`src/rtl/clkdiv_multi.sv`:
```
// clkdiv_multi
// ------------------------------------------------------------------------
// This block is a central timebase. It keeps one free-running counter and
// N_CH independent programmable tick channels. Each channel produces a
// one-cycle tick every div[i] enabled cycles. It also produces a 50%-duty
// square wave that toggles on every tick. Divisors can be rewritten at
// runtime through a single-cycle write port.
//
// Ports:
//   clk       system clock, all state updates on the rising edge
//   rst       asynchronous active-high reset
//   en        global count enable (low freezes every counter)
//   wr_en     divisor write strobe (one cycle)
//   wr_ch     channel index for the write (indices >= N_CH are ignored)
//   wr_div    new divisor value (0 disables the channel)
//   free_cnt  free-running counter, wraps silently
//   tick      per-channel single-cycle pulse, registered
//   clk_sq    per-channel square wave, registered
// ------------------------------------------------------------------------
module clkdiv_multi #(
    parameter int                 CNT_W       = 32,
    parameter int                 N_CH        = 4,
    parameter int                 DIV_W       = 16,
    parameter logic [DIV_W-1:0]   DEFAULT_DIV = 16'd2,
    parameter int                 CH_W        = 4
) (
    input  logic             clk,
    input  logic             rst,
    input  logic             en,
    input  logic             wr_en,
    input  logic [CH_W-1:0]  wr_ch,
    input  logic [DIV_W-1:0] wr_div,
    output logic [CNT_W-1:0] free_cnt,
    output logic [N_CH-1:0]  tick,
    output logic [N_CH-1:0]  clk_sq
);

    logic [CNT_W-1:0] free_cnt_reg;

    always_ff @(posedge clk or posedge rst) begin
        if (rst) begin
            free_cnt_reg <= '0;
        end else if (en) begin
            free_cnt_reg <= free_cnt_reg + CNT_W'(1);
        end
    end

    assign free_cnt = free_cnt_reg;

    genvar gi;
    generate
        for (gi = 0; gi < N_CH; gi++) begin : g_ch
            logic [DIV_W-1:0] div_reg;
            logic [DIV_W-1:0] cnt_reg;
            logic             tick_reg;
            logic             sq_reg;
            logic             wr_hit;
            logic             at_terminal;

            // An out-of-range wr_ch matches no channel, so such a write
            // falls through to normal counting everywhere.
            assign wr_hit      = wr_en && (wr_ch == CH_W'(gi));
            assign at_terminal = (cnt_reg == (div_reg - DIV_W'(1)));

            // The branch order is the channel priority. A write beats the
            // disabled check, and both beat en. So a write landing on a
            // terminal edge suppresses that tick and that toggle.
            always_ff @(posedge clk or posedge rst) begin
                if (rst) begin
                    div_reg  <= DEFAULT_DIV;
                    cnt_reg  <= '0;
                    tick_reg <= 1'b0;
                    sq_reg   <= 1'b0;
                end else if (wr_hit) begin
                    div_reg  <= wr_div;
                    cnt_reg  <= '0;
                    tick_reg <= 1'b0;
                end else if (div_reg == '0) begin
                    cnt_reg  <= '0;
                    tick_reg <= 1'b0;
                end else if (!en) begin
                    // Hold cnt so the phase survives the freeze.
                    tick_reg <= 1'b0;
                end else if (at_terminal) begin
                    cnt_reg  <= '0;
                    tick_reg <= 1'b1;
                    sq_reg   <= ~sq_reg;
                end else begin
                    cnt_reg  <= cnt_reg + DIV_W'(1);
                    tick_reg <= 1'b0;
                end
            end

            assign tick[gi]   = tick_reg;
            assign clk_sq[gi] = sq_reg;
        end
    endgenerate

endmodule

```
`config.mk`:
```
export PLATFORM = sky130hd
export DESIGN_NAME = clkdiv_multi
export DESIGN_NICKNAME = d
export VERILOG_FILES = /design/src/rtl/clkdiv_multi.sv
export SDC_FILE = /design/constraint.sdc
export NUM_CORES = 1
export LEC_CHECK = 0
export ABC_AREA = 1
export BUFFER_PORTS_ARGS = -buffer_cell sky130_fd_sc_hd__buf_2
export CAP_MARGIN = 20
export CORE_MARGIN = 10
export CORE_UTILIZATION = 25
export DETAILED_ROUTE_END_ITERATION = 10
export GPL_ROUTABILITY_DRIVEN = 0
export PLACE_DENSITY = 0.4
export SETUP_SLACK_MARGIN = 0.4
export SYNTH_ARGS = -nofsm -noshare
export SYNTH_HDL_FRONTEND = slang
export SYNTH_SLANG_ARGS = --single-unit
```
`constraint.sdc`:
```
create_clock -name clk -period 6.2 [get_ports clk]
set_input_delay 1.24 -clock clk [delete_from_list [all_inputs] [get_ports clk]]
set_output_delay 1.24 -clock clk [all_outputs]
set_load 0.02 [all_outputs]
```
==> results of run 1 <==
-- where the power goes --
part           switching [W]  total, W  leakage (nW)  internal (W)
clock               0.000506   0.00122         0.314      0.000713
combinational       0.000688   0.00109          3.56      0.000397
sequential          0.000240   0.00151          2.14       0.00127
total                0.00143   0.00381          6.01       0.00238
-- routing by layer --
layer / global-route usage / part of all wire / vias up / routed length [µm]
met1: 0.1704 / 0.51 / 4480 / 16600
met2: 0.2006 / 0.45 / 127 / 14700
met4: 0.03700 / 0.015 / 0 / 496
li1: - / - / 4915 / -
met3: 0.02171 / 0.028 / 23 / 907
met5: 0 / 0 / - / 0
-- through the flow --
step                      cell area, µm²  utilization  std cells  setup WS [ns]  power (W)
after floorplan                    11090            -       1518         0.4199   0.002315
after global placement             11990       0.2722       2142          2.611   0.002618
after detailed placement           11990       0.2722       2142          2.565   0.002626
after CTS                          12640       0.2871       2174          3.060   0.003872
after global routing               12640       0.2871       2174          2.789   0.004100
final                              12640       0.2871       2174          3.100   0.003814
-- placed cells by master (no fill, tap or decap), types with 12 or more instances in the layout --
cell	n
clkbuf_16	17
o21ai_0	91
nor3_1	16
dfrtp_1	164
nand4_1	48
buf_2	63
a21oi_1	32
inv_1	194
nor2_4	12
xnor2_1	34
nand3_1	110
nor2_1	165
xor2_1	96
nand2_1	391
nand3b_1	16
nor2_2	20
-- worst paths after layout --
kind	start	end	slack (ns)	cells past startpoint
max	en	g_ch[3].cnt_reg[7]	3.10	7
min	free_cnt[4]	free_cnt[4]	0.50	1
max reg2reg	g_ch[2].div_reg[0]	g_ch[2].cnt_reg[14]	3.52	11
min reg2reg	free_cnt[4]	free_cnt[4]	0.50	1
max in group asynchronous	rst	g_ch[0].tick_reg	4.01	3
min in group asynchronous	rst	free_cnt[9]	0.95	2
-- cell type report --
cell class                      count  area [µm²]  share of cell area
Multi-Input combinational cell   1109        5907              0.4673
Timing Repair Buffer               68       352.8             0.02791
Clock buffer                       20       466.7             0.03692
Clock inverter                     12       187.7             0.01485
Tap cell                          592       740.7             0.05860
Sequential cell                   168        4209              0.3330
Inverter                          205       777.0             0.06147
-- worst max-delay path: stages --
cell      delay, ns
buf_2          0.46
clkinv_1       0.70
nor2_1         0.52
inv_1          0.23
nor3_1         0.17
nand2_1        0.07
o21ai_0        0.07
-- cell families (layout without fill, tap and decap cells) --
| kind of cell | Yosys count | after routing | synth area share |
|---|---|---|---|
| compound gates | 136 | 136 | 0.06419 |
| simple gates | 832 | 832 | 0.3516 |
| fa+ha+maj | 9 | 9 | 0.01015 |
| xor+xnor | 132 | 132 | 0.1061 |
| buf+inv | 241 | 305 | 0.08844 |
| flops | 168 | 168 | 0.3795 |
==> reports/results.tsv, run 1 <==
stage	metric	value	unit
sta	period_minus_slack	3.100	ns
clock_tree	htreeDepth	4	
global_route	grt_pass1_wl	53240	µm
sta	finClkSkew	0.01151	ns
sta	fin_hold_ws	0.5024	ns
yosys	synth.distinct_cells	48	
yosys	syn_inst	1518	
global_route	grt_antenna_before_repair	0	
sta	hold_viol	0	
sta	clock.fmax	322.6	MHz
route	avgViaCountPerCell	4.391	
yosys	yosysWarningCount	0	
clock_tree	root_buffer	clkbuf_16	
global_route	grt-ovfl-total	0	
clock_tree	cts_tree	yes	
place	dp_hpwl	24750	µm
critical_path	crit_required	6.58	ns
yosys	synthTopCellsByCount	391 x nand2_1, 195 x inv_1, 165 x nor2_1, 164 x dfrtp_1, 110 x nand3_1	
floorplanning	core-area	44030	µm²
power_and_ir_drop	cellPowerDensity	301.7	nW/µm²
yosys	synth-main-ff-cell	dfrtp_1	
job	cap_violations	0	
global_route	grt_use_total	0.1256	
floorplanning	dieArea	53190	µm²
global_route	grt_pass1_vias	9628	
hold_path	hold_path_class	reg -> reg	
yosys	synth_top_area_share	0.3700	
yosys	yosysMostFrequentCell	nand2_1	
route	routedWlPerCell	15.04	µm
route	drt-total-wl	32700	µm
critical_path	worst_setup_path_end_kind	register	
route	dr.pass1.iters	5	
route	drt-initial-drc-count	633	
sta	slew_headroom	0.3666	
yosys	synth_edf_count	0	
sta	tightest_slew	0.9501	ns
yosys	syn_area	11090	µm²
critical_path	cp.arrival	3.48	ns
clock_tree	cts.clk_slew.worst_paths	0.07	ns
critical_path	path_max_fanout	22	
outcome	status	finished clean	
yosys	ys_async_sr_fraction	1.000	
cells_and_area	antenna_cells	0	
yosys	synth_nets	1551	
floorplanning	ios	64	
power_and_ir_drop	vdd_ir_drop_max	175.7	µV
yosys	yosys-top-cells-area	dfrtp_1 37%, nand2_1 13%, xor2_1 7.6%	
yosys	ys_seq_area_frac	0.3795	
floorplanning	placementRows	77	
sta	min_period_over_period	0.4999	
yosys	ys_ff_latch	168	
route	ant_nets	0	
power_and_ir_drop	leakagePower	6.013	nW
clock_tree	clk_latency	0.46	ns
sta	final-setup-viol-count	0	
floorplanning	chipHeight	230.6	µm
critical_path	worst-setup-path-type	in -> reg	
sta	finalSetupTns	0	ns
floorplanning	die_w	230.6	µm
clock_tree	post_cts_buffers	0	
cells_and_area	layout-drive-gt1-share	0.1207	
clock_tree	clockBufferDepth	2	
cells_and_area	syn2layout_area_growth	13.97	%
yosys	synth_top_cell_by_area	dfrtp_1	
clock_tree	clock_sinks	168	
clock_tree	ctsHoldBuffers	0	
clock_tree	post_cts_resized	0	
yosys	synth_area_per_cell	7.307	µm²
sta	grt_setup_unrepaired	no	
route	drc	0	
sta	report.final.slew_viol_count	0	
place	numPortBuffers	63	
critical_path	cp-start-kind	primary input	
cells_and_area	fillers	4829	
cells_and_area	fin_nets	1602	
clock_tree	cts_buffers	17	
floorplanning	start_util	0.2519	
global_route	grt_max_degree	126	
route	num_vias	9545	
(Power assumes the default switching activity.)
==> run 2: changes to the inputs <==
ABC_AREA = 0   (was 1)
PLACE_DENSITY = 0.41   (was 0.4)
clock period = 3 ns   (was 6.2 ns; I/O delays follow)
==> reports/results.tsv, run 2 <==
stage	metric	value	unit	change
job	cap_violations	0		unchanged
route	drt-total-wl	28300	µm	was 32700 µm
sta	period_minus_slack	2.698	ns	
yosys	synth.distinct_cells	82		was 48
cells_and_area	final_cell_mix	153 x dfrtp_1, 94 x nand2_1, 75 x xnor2_1		was 391 x nand2_1, 194 x inv_1, 165 x nor2_1
critical_path	path_max_fanout	7		was 22
yosys	synth_top_cell_by_area	dfrtp_1		unchanged
yosys	synthTopCellsByCount	164 x dfrtp_1, 94 x nand2_1, 80 x nor2_1, 78 x xnor2_1		was 391 x nand2_1, 195 x inv_1, 165 x nor2_1, 164 x dfrtp_1, 110 x nand3_1
critical_path	r2r_start	g_ch[3].div_reg[6]		was g_ch[2].div_reg[0]
sta	grt_setup_unrepaired	yes		was no
global_route	grt_use_total	0.1147		was 0.1256
yosys	ys_seq_area_frac	0.4119		was 0.3795
yosys	yosysMostFrequentCell	dfrtp_1		was nand2_1
floorplanning	placementRows	74		was 77
floorplanning	dieArea	49360	µm²	was 53190 µm²
yosys	synth_area_per_cell	9.586	µm²	was 7.307 µm²
route	drt-initial-drc-count	546		was 633
route	ant_nets	0		unchanged
place	dpl.cell_count	1639		was 2142
global_route	grt_max_degree	89		was 126
yosys	yosys-top-cells-area	dfrtp_1 40%, xnor2_1 6.7%, mux2_2 6.1%		was dfrtp_1 37%, nand2_1 13%, xor2_1 7.6%
critical_path	worst_setup_path_end_kind	register		unchanged
sta	setup_ws	0.3023	ns	was 3.100 ns
yosys	yosysWarningCount	0		unchanged
yosys	synth_edf_count	0		unchanged
global_route	grt_antenna_before_repair	0		unchanged
power_and_ir_drop	vdd_ir_drop_max	387.7	µV	was 175.7 µV
sta	finalSetupTns	0	ns	unchanged
critical_path	r2r_slack	0.30	ns	was 3.52 ns
critical_path	crit_required	3.33	ns	was 6.58 ns
route	routedWlPerCell	16.79	µm	was 15.04 µm
floorplanning	chipHeight	222.2	µm	was 230.6 µm
yosys	synth_nets	1099		was 1551
yosys	ys_ff_latch	168		unchanged
floorplanning	core-area	40650	µm²	was 44030 µm²
critical_path	cp.arrival	3.03	ns	was 3.48 ns
cells_and_area	syn2layout_area_growth	22.65	%	was 13.97%
cells_and_area	fin_area	12530	µm²	was 12640 µm²
route	dr.pass1.iters	6		was 5
yosys	synth-main-ff-cell	dfrtp_1		unchanged
route	avgViaCountPerCell	4.850		was 4.391
cells_and_area	layout-drive-gt1-share	0.2920		was 0.1207
cells_and_area	antenna_cells	0		unchanged
power_and_ir_drop	leakagePower	5.071	nW	was 6.013 nW
clock_tree	clock_sinks	168		unchanged
critical_path	critPathLaunch	g_ch[3].div_reg[6]		was en
outcome	status	finished clean		unchanged
floorplanning	die_w	222.2	µm	was 230.6 µm
yosys	synth-adder-area-share	0.01102		was 0.01015
floorplanning	start_util	0.2514		was 0.2519
cells_and_area	instances_no_fill	1686		was 2174
yosys	synth_xor_area_frac	0.1162		was 0.1061
sta	hold_viol	0		unchanged
power_and_ir_drop	cellPowerDensity	718.1	nW/µm²	was 301.7 nW/µm²
yosys	synth-compound-area-share	0.1169		was 0.06418
clock_tree	htreeDepth	4		unchanged
clock_tree	clockBufferDepth	2		unchanged
global_route	grt_pass1_vias	8214		was 9628
clock_tree	cts_buffers	17		unchanged
sta	min_period_over_period	0.8992		
yosys	syn_area	10220	µm²	was 11090 µm²
hold_path	hold_path_class	in -> async		was reg -> reg
place	dpl-instance-area	11330	µm²	was 11990 µm²
place	pre_cts_ws	0.1916	ns	was 2.565 ns
place	numPortBuffers	63		unchanged
route	drc	0		unchanged
clock_tree	root_buffer	clkbuf_16		unchanged
yosys	synth_top_area_share	0.4016		was 0.3700
global_route	grt_pass1_wl	46020	µm	was 53240 µm
clock_tree	clk_latency	0.46	ns	about the same
clock_tree	cts.clk_slew.worst_paths	0.07	ns	about the same
yosys	synthSimpleGateAreaFrac	0.2437		was 0.3516
yosys	synth_top_family_by_area	simple AND/OR/NAND/NOR gates		unchanged
sta	slew_headroom	0.4390		was 0.3666
critical_path	worst-setup-path-type	reg -> reg		was in -> reg
route	num_vias	8177		was 9545
sta	finClkSkew	0.01034	ns	was 0.01151 ns
cells_and_area	fin_nets	1174		was 1602
floorplanning	ios	64		unchanged
global_route	grt-ovfl-total	0		unchanged
sta	final-setup-viol-count	0		unchanged
sta	report.final.slew_viol_count	0		unchanged
clock_tree	ctsHoldBuffers	0		unchanged
place	dp_hpwl	20260	µm	was 24750 µm
yosys	syn_inst	1066		was 1518
yosys	muxShareOfSynthArea	0.06453		was 0
clock_tree	cts_tree	yes		unchanged
yosys	ys_async_sr_fraction	1.000		unchanged
critical_path	cp-start-kind	register		was primary input
sta	clock.fmax	370.7	MHz	
sta	tightest_slew	0.8383	ns	was 0.9501 ns
cells_and_area	final_common_cell	dfrtp_1		was nand2_1
[run 2: cells by family (layout without fill, tap and decap cells)]
logic type / after synthesis / count (layout)
AND/OR/NAND/NOR: 453 / 453
flip-flops: 168 / 168
multiplexers: 59 / 59
XOR/XNOR: 134 / 134
adder cells (fa/ha/maj): 9 / 9
AO/OA/AOI/OAI: 158 / 158
buffers and inverters: 85 / 173
[run 2: critical path: stages, from the launching register on]
cell,delay (ns)
dfrtp_1,0.38
or3_4,0.38
or4_1,0.40
a2111o_1,0.46
a2111oi_4,0.36
nand4_4,0.22
buf_8,0.21
nand4b_1,0.09
a31oi_1,0.08
[run 2: area by class of cell]
type,count,area (µm²)
tap,532,665.6
clock buffer,19,452.9
clock inverter,13,167.7
inverter,21,82.58
multi-input combinational,813,6117
fill,4241,28110
sequential,168,4223
timing repair buffer,120,824.5
[run 2: layer usage]
layer | share of wire | global-route usage | vias up
met5 | 0 | 0 | -
met4 | 0.012 | 0.03467 | 0
met3 | 0.033 | 0.02140 | 19
met2 | 0.45 | 0.1783 | 136
met1 | 0.51 | 0.1578 | 4005
li1 | - | - | 4017
[run 2: worst paths after layout]
kind | end | depth (start not counted)
min in group clk | g_ch[0].div_reg[1] | 3
hold / removal | free_cnt[2] | 2
max in group asynchronous | g_ch[0].div_reg[14] | 3
setup reg to reg | g_ch[3].cnt_reg[2] | 8
hold reg to reg | free_cnt[31] | 1
setup / recovery | g_ch[3].cnt_reg[2] | 8
[run 2: metrics by stage]
step,power (W),utilization,hold WS [ns]
finish,0.009000,0.3083,0.07023
global route,0.009674,0.3083,0.05919
CTS,0.008862,0.2961,0.04102
detailed placement,0.006382,0.2787,0.4619
global placement,0.006364,0.2787,0.4534
floorplan,0.005620,-,0.4428
[run 2: what timing repair did]
item                                    in CTS  in global routing
pin swaps                                   16                 28
setup buffers                                1                 11
resized for setup                           14                 94
cloned                                       1                  2
endpoints found under the setup margin      56                 71
[run 2: report_power, final]
group / switching (W) / leakage [nW] / total [W] / internal (W)
clock network: 0.00102 / 0.300 / 0.00238 / 0.00136
registers: 0.000817 / 2.08 / 0.00357 / 0.00275
logic: 0.00153 / 2.69 / 0.00305 / 0.00153
total: 0.00336 / 5.07 / 0.00900 / 0.00564
